==> src/rtl/sm_para_ctrl_pkg.sv <==
// Shared types and helpers for the sm_para_ctrl protocol checker.
// Holds state codes, the per-state output decode and the counter-width helper.
package sm_para_ctrl_pkg;

   typedef enum logic [1:0] {
      ST_IDLE = 2'b00,
      ST_S1   = 2'b01,
      ST_S2   = 2'b10,
      ST_ERR  = 2'b11
   } state_t;

   typedef struct packed {
      logic o1;
      logic o2;
      logic err;
   } outs_t;

   function automatic outs_t decode_outs(state_t s);
      outs_t r;
      r = '0;
      unique case (s)
         ST_S1:   r.o1  = 1'b1;
         ST_S2:   r.o2  = 1'b1;
         ST_ERR:  r.err = 1'b1;
         default: r     = '0;
      endcase
      return r;
   endfunction

   function automatic int imax(int a, int b);
      return (a > b) ? a : b;
   endfunction

   // Bits needed to hold 0..max_val, never less than one.
   function automatic int cnt_width(int max_val);
      int w;
      w = $clog2(max_val + 1);
      return (w < 1) ? 1 : w;
   endfunction

endpackage

==> src/rtl/sm_dwell_cnt.sv <==
// Saturating cycle counter with synchronous clear and increment enable.
// Ports: clk, nrst (async active-low), clr, inc, cnt (holds at MAX).
module sm_dwell_cnt #(
   parameter int MAX = 16,
   parameter int W   = 5
) (
   input  logic         clk,
   input  logic         nrst,
   input  logic         clr,
   input  logic         inc,
   output logic [W-1:0] cnt
);

   localparam logic [W-1:0] MAX_V = W'(MAX);

   always_ff @(posedge clk or negedge nrst) begin
      if (!nrst) begin
         cnt <= '0;
      end else if (clr) begin
         cnt <= '0;
      end else if (inc && (cnt != MAX_V)) begin
         cnt <= cnt + W'(1);
      end
   end

endmodule

==> src/rtl/sm_para_ctrl.sv <==
// Two-input IDLE/S1/S2/ERROR protocol controller with dwell timeout,
// error hold/sticky error, sync clear and saturating error-entry counter.
// Ports: clk, nrst, i1, i2, clr in; o1, o2, err, state, err_cnt out.
module sm_para_ctrl
   import sm_para_ctrl_pkg::*;
#(
   parameter int TIMEOUT  = 16,
   parameter int ERR_HOLD = 0,
   parameter int CNT_W    = 4
) (
   input  logic             clk,
   input  logic             nrst,
   input  logic             i1,
   input  logic             i2,
   input  logic             clr,
   output logic             o1,
   output logic             o2,
   output logic             err,
   output logic [1:0]       state,
   output logic [CNT_W-1:0] err_cnt
);

   localparam int DMAX = imax(TIMEOUT, ERR_HOLD);
   localparam int DW   = cnt_width(DMAX);

   localparam logic [DW-1:0] TO_LAST =
      DW'((TIMEOUT > 0) ? TIMEOUT - 1 : 0);
   localparam logic [DW-1:0] HOLD_LAST =
      DW'((ERR_HOLD > 0) ? ERR_HOLD - 1 : 0);

   state_t        cur;
   state_t        nxt;
   state_t        dec;
   logic [DW-1:0] dwell;
   logic          dwell_clr;
   outs_t         nouts;

   // Dwell counts edges spent in the current state; restarts on any change.
   assign dwell_clr = clr | (nxt != cur);

   sm_dwell_cnt #(
      .MAX (DMAX),
      .W   (DW)
   ) u_dwell (
      .clk  (clk),
      .nrst (nrst),
      .clr  (dwell_clr),
      .inc  (1'b1),
      .cnt  (dwell)
   );

   always_ff @(posedge clk or negedge nrst) begin
      if (!nrst) begin
         cur <= ST_IDLE;
      end else begin
         cur <= nxt;
      end
   end

   always_comb begin
      dec = cur;
      unique case (cur)
         ST_IDLE: begin
            unique case ({i1, i2})
               2'b10:   dec = ST_S1;
               2'b11:   dec = ST_ERR;
               default: dec = ST_IDLE;
            endcase
         end
         ST_S1: begin
            unique case ({i1, i2})
               2'b11:   dec = ST_S2;
               2'b01:   dec = ST_ERR;
               default: dec = ST_S1;
            endcase
         end
         ST_S2: begin
            unique case ({i1, i2})
               2'b00:   dec = ST_IDLE;
               2'b10:   dec = ST_ERR;
               default: dec = ST_S2;
            endcase
         end
         default: dec = ST_ERR;
      endcase

      nxt = dec;
      // Timeout only fires when the decode would have stayed put,
      // so a legal move on the expiry edge still wins.
      if ((TIMEOUT != 0) && ((cur == ST_S1) || (cur == ST_S2))
          && (dwell == TO_LAST) && (dec == cur)) begin
         nxt = ST_ERR;
      end
      if ((ERR_HOLD != 0) && (cur == ST_ERR)
          && (dwell == HOLD_LAST)) begin
         nxt = ST_IDLE;
      end
      if (clr) begin
         nxt = ST_IDLE;
      end
   end

   assign nouts = decode_outs(nxt);

   always_ff @(posedge clk or negedge nrst) begin
      if (!nrst) begin
         o1      <= 1'b0;
         o2      <= 1'b0;
         err     <= 1'b0;
         err_cnt <= '0;
      end else begin
         o1  <= nouts.o1;
         o2  <= nouts.o2;
         err <= nouts.err;
         if (clr) begin
            err_cnt <= '0;
         end else if ((nxt == ST_ERR) && (cur != ST_ERR)
                      && (err_cnt != '1)) begin
            err_cnt <= err_cnt + CNT_W'(1);
         end
      end
   end

   assign state = cur;

endmodule
==> config.mk <==
export PLATFORM = sky130hd
export DESIGN_NAME = sm_para_ctrl
export DESIGN_NICKNAME = d
export VERILOG_FILES = /design/src/rtl/sm_para_ctrl_pkg.sv /design/src/rtl/sm_dwell_cnt.sv /design/src/rtl/sm_para_ctrl.sv
export SDC_FILE = /design/constraint.sdc
export NUM_CORES = 1
export LEC_CHECK = 0
export BUFFER_PORTS_ARGS = -buffer_cell sky130_fd_sc_hd__buf_4
export CAP_MARGIN = 20
export CORE_UTILIZATION = 63
export CTS_BUF_LIST = sky130_fd_sc_hd__clkbuf_8
export CTS_CLUSTER_DIAMETER = 40
export CTS_CLUSTER_SIZE = 28
export DETAILED_ROUTE_END_ITERATION = 12
export PLACE_DENSITY = 0.95
export SYNTH_ARGS = -nofsm -noshare
export SYNTH_HDL_FRONTEND = slang
export SYNTH_SLANG_ARGS = --single-unit
==> constraint.sdc <==
create_clock -name clk -period 4.66 [get_ports clk]
set_clock_uncertainty 0.1 [all_clocks]
set_input_delay 0.466 -clock clk [delete_from_list [all_inputs] [get_ports clk]]
set_output_delay 0.466 -clock clk [all_outputs]
set_load 0.02 [all_outputs]
* After elaboration in Yosys (flattened, before gate mapping)
Index checks and enable logic that the tools add are counted.
Cells by class: add/sub/neg operators 2, equal/unequal tests 14, mux-type cells 13, bitwise logic cells 1, reductions and logical operators 9
Operator list (count):
- $pmux 2 s2 | 3
- $eq 2x2->1 const B | 5
- $mux 5 | 2
- $mux 4 | 2
- $eq 2x1->1 const B | 3
- $pmux 2 s3 | 1
- $add 5x1->5 const B | 1
- $eq 5x4->1 const B | 1
- $ne 5x5->1 const B | 1
- $add 4x1->4 const B | 1
- $logic_and 1x1->1 | 4
- $logic_not 2->1 | 2
- $mux 2 | 2
- $ne 4x4->1 const B | 1
- $reduce_bool 2->1 | 2
- $mux 1 | 3
- $eq 2x2->1 | 1
- $ne 2x2->1 | 1
- $ne 2x2->1 const B | 1
- $logic_or 1x1->1 | 1
- $or 1x1->1 | 1
Storage, ports and cells: flip-flop bits (word level) 14, input bits 5, word-level logic and storage cells 45

* Depth between registers and ports, before layout
depth after elaboration 12, mapped depth 9, depth with buffers taken out 8

* Cells and area by module
Synthesis repeated with hierarchy kept, for this count alone.
Second synthesis, totals: cell total of the unflattened synthesis 98, area, all modules 924.6 um2
Modules (own cells, without submodules):
- sm_para_ctrl | times used 1, cells an instance 71, area each 648.1 um2
- sm_dwell_cnt | times used 1, cells an instance 27, area each 276.5 um2

* Worst setup path before layout
No wires, ideal clock.
path kind register to register, from register cur[0] (netlist: state[0]), to register err_cnt[1], arrival time 2591 ps, data required time 4422 ps, path slack 1830 ps, cell stages (with the launch flop) 9, path buffers 1, path through dfrtp_1 clkbuf_1 inv_1 ha_1 a21o_1 a211oi_4 nor3_1 o2111a_1 or4_1
On the way: longest elaborated chain between the ends 10
RTL lines:
- from (decl) | RTL line sm_para_ctrl.sv:31 | state_t cur;
- from (signal assigned) | RTL line sm_para_ctrl.sv:56 | cur <= nxt;
- $eq 2x2->1, or another cell as far along | RTL line sm_para_ctrl.sv:62, sm_para_ctrl.sv:90
- $pmux 2 s3 / $logic_or 1x1->1 (equally long branches) | RTL line sm_para_ctrl.sv:62, sm_para_ctrl.sv:90
- $eq 2x2->1 / $logic_and 1x1->1 (equally long branches) | RTL line sm_para_ctrl.sv:91 | && (dwell == TO_LAST) && (dec == cur)) begin
- $logic_and 1x1->1 | RTL line sm_para_ctrl.sv:91
- $mux 2 | RTL line sm_para_ctrl.sv:90 | if ((TIMEOUT != 0) && ((cur == ST_S1) || (cur == ST_S2))
- $mux 2 | RTL line sm_para_ctrl.sv:98 | if (clr) begin
- $eq 2x2->1 | RTL line sm_para_ctrl.sv:117 | end else if ((nxt == ST_ERR) && (cur != ST_ERR)
- $logic_and 1x1->1 * | RTL line sm_para_ctrl.sv:117
- $logic_and 1x1->1 * | RTL line sm_para_ctrl.sv:118 | && (err_cnt != '1)) begin
- $reduce_bool 2->1 (no line) *
- to (signal assigned) | RTL line sm_para_ctrl.sv:119 | err_cnt <= err_cnt + CNT_W'(1);
- to (decl) | RTL line sm_para_ctrl.sv:20 | output logic [CNT_W-1:0] err_cnt
Every way passes the cells marked *; elsewhere a longest branch is shown, timed or not. A chain may end at the register's enable or synchronous reset.

* Worst setup path after layout
Ends and elaborated chain as after synthesis.

==> reports/results.tsv <==
stage	metric	value	unit
outcome	status	completed	
synth	synthCells	115	
hold_path	holdPathStages	2	
clock_network	postCtsSetupRepairBufs	0	
floorplanning	initial_core_util	69.72	%
setup_path	worst_setup_path_start_kind	register	
synth	synthMuxAreaShare	3.027	%
setup_path	slowest_delay	0.56	ns
synth	yosys.area_share.xor_xnor	4.075	%
synth	synth_top_family_by_area	simple AND/OR/NAND/NOR gates	
global_routing	grt_pass1_vias	910	
floorplanning	fp.dieArea	1875	um2
synth	synth_adder_area_share	10.48	%
sta	relSlewSlack	42.54	%
floorplanning	num_rows	14	
synth	synth-edff-count	0	
synth	dominantRegCellSynth	dfrtp_1	
sta	drv_slew	0	
sta	timing_hold_violations_final	0	
pwr	vdd_drop_max	245.3	uV
pwr	p_leak	0.5567	nW
drt	firstDrtPassIters	4	
sta	period_minus_slack	2.890	ns
cells_and_area	syn2layout_area_growth	13.62	%
setup_path	critPathKind	register to register	
synth	syn_area_per_cell	9.346	um2
setup_path	cpMaxStageDelayCell	dfrtp_1	
floorplanning	boundaryPins	14	
setup_path	crit_fanout	11	
drt	via_per_inst	6.833	
setup_path	setup.worst_path.end_class	register	
synth	synthArstFlopShare	100.0	%
cells_and_area	final_area	1221	um2
synth	synth_seq_cells	14	
floorplanning	die_w	43.31	um
drt	num_vias	984	
clock_network	cts_root_buf	clkbuf_8	
sta	period_share	62.03	%
synth	syn-cell-area	1075	um2
synth	yosys_warnings	0	
pwr	p_per_area	372.7	nW/um2
setup_path	crit-reg2reg-capture	err_cnt[1]	
synth	syn-num-nets	129	
hold_path	hold_path.class	input pin to register	
sta	setup_violations	0	
setup_path	cp_data_required_time	4.67	ns
cells_and_area	drive_gt1_share	19.53	%
clock_network	cts_buffers	3	
drt	drt_wl_total	2524	um
clock_network	cts_tree	done	
setup_path	startpoint	state[0]	
global_routing	grt_max_degree	16	
drt	wl_per_cell	17.53	um
setup_path	endpoint	err_cnt[1]	
setup_path	r2r_start	state[0]	
cells_and_area	layout_commonest_cell	dfrtp_1	
clock_network	clkSinkCount	14	
clock_network	htreeDepth	1	
sta	fmax	0.3460	GHz
placement	port_buffers	13	
drt	drt_iter0_drc	62	
drt	ant_nets	0	
setup_path	critical_path.cell_chain	inv_1, ha_1, a21o_1, a211oi_4, nor3_1, o2111a_1, or4_1	
synth	synthSimpleGateAreaFrac	22.47	%
placement	dp_hpwl	1866	um
global_routing	grt_first_pass_wirelength	4091	um
drt	drc_errors	0	
floorplanning	die_height	43.31	um
run	cap_violations	0	
clock_network	clk_pin_slew	0.05	ns
sta	fin_tns_setup	0	ns
cells_and_area	nets	144	
synth	ys_seq_area_share	32.60	%
setup_path	crit_arrival	2.90	ns
global_routing	overflow	0	
floorplanning	core	1541	um2
sta	rsz0062_at_grt	false	
placement	place_area	1170	um2
cells_and_area	mostFrequentLayoutCells	dfrtp_1 (14), buf_4 (13), ha_1 (9), inv_1 (8), nand3_1 (8)	
cells_and_area	insertedDiodeCount	0	
synth	yosysUniqueCellTypes	43	
placement	gp_congestion	0.8812	
setup_path	rrSetupSlack	1.77	ns
cells_and_area	fillers	118	
clock_network	clk_latency	0.24	ns
synth	synth-compound-area-share	22.47	%
sta	worst_pin_slew	0.8500	ns
clock_network	post_cts_resized	0	
global_routing	grtUsageTotal	28.91	%
clock_network	cts_buffer_depth	2	
global_routing	antenna_found_initial	0	
setup_path	reg2regPathDepth	7	
clock_network	cts_hold_buffers	1	
## final cells by class
cell class              count  area (um2)  share of cell area [%]
clock buffers               3       41.29                   3.381
inverters                   8       30.03                   2.459
multi-input cells          89       671.9                   55.02
flip-flops and latches     14       350.3                   28.69
well taps                  16       20.02                   1.639
repair buffers             14       107.6                   8.811
## worst min-delay path by stage
stage / startpoint / to / slack [ns]
2_1_floorplan: nrst / err / 0.07
3_3_place_gp: nrst / state[1] / 0.22
5_1_grt: clr / state[1] / 0.42
4_1_cts: clr / state[1] / 0.41
6_report: clr / state[1] / 0.41
3_5_place_dp: nrst / state[1] / 0.22
## power by group
group,total (mW),switching (mW),internal [mW]
logic,0.196,0.114,0.0823
registers,0.162,0.0233,0.139
clock network,0.0966,0.0395,0.0571
total,0.455,0.176,0.279
## per-layer routing
layer / global-route usage, % / routed length (um)
met3: 5.106 / 147
met4: 5.455 / 8
met1: 37.50 / 1070
met5: 0 / 0
met2: 50.75 / 1298
## synth_stat cells, types with 3 or more instances
cell,number,area (um2)
nand3_1,8,40.04
xnor2_1,4,35.03
o211ai_1,3,22.52
and3_1,3,18.77
nor4b_1,3,26.28
ha_1,9,112.6
dfrtp_1,14,350.3
a21oi_1,4,20.02
nor2_1,6,22.52
clkbuf_1,3,11.26
nand2_1,7,26.28
inv_1,8,30.03
nand4_1,3,18.77
nor3_1,4,20.02
a211oi_1,3,22.52
## state kept, by name (all words and copies together), names as in the netlist
signal	count
u_dwell.cnt	5
err_cnt	4
state	2
err	1
o1	1
o2	1
## cells by family after synthesis
logic type / count (synthesis)
and+or+nand+nor: 44
DFF: 14
adders and majority gates: 9
buffers and inverters: 12
AOI/OAI and AO/OA: 28
xor gates and xnor gates: 5
muxes: 3
## stage by stage
stage | total power, mW | worst slack, ns | util, % | hold WS [ns] | instances
4_1_cts | 0.4550 | 1.786 | 79.22 | 0.4062 | 144
6_report | 0.4551 | 1.770 | 79.22 | 0.4107 | 144
5_1_grt | 0.4776 | 1.622 | 79.22 | 0.4239 | 144
2_1_floorplan | 0.2983 | 1.830 | - | 0.07041 | 115
3_5_place_dp | 0.3559 | 1.809 | 75.89 | 0.2227 | 140
3_3_place_gp | 0.3447 | 1.888 | 75.89 | 0.2201 | 140
## worst max-delay path: cells and delay by family (launching register included)
kind / cells / cell delay, ns
adder cells (fa/ha/maj): 1 / 0.28
AND/OR/NAND/NOR: 2 / 0.71
buffers and inverters: 1 / 0.16
flip-flops: 1 / 0.56
AO/OA/AOI/OAI: 3 / 0.95
Note: power is estimated with default switching activity, not from simulation.
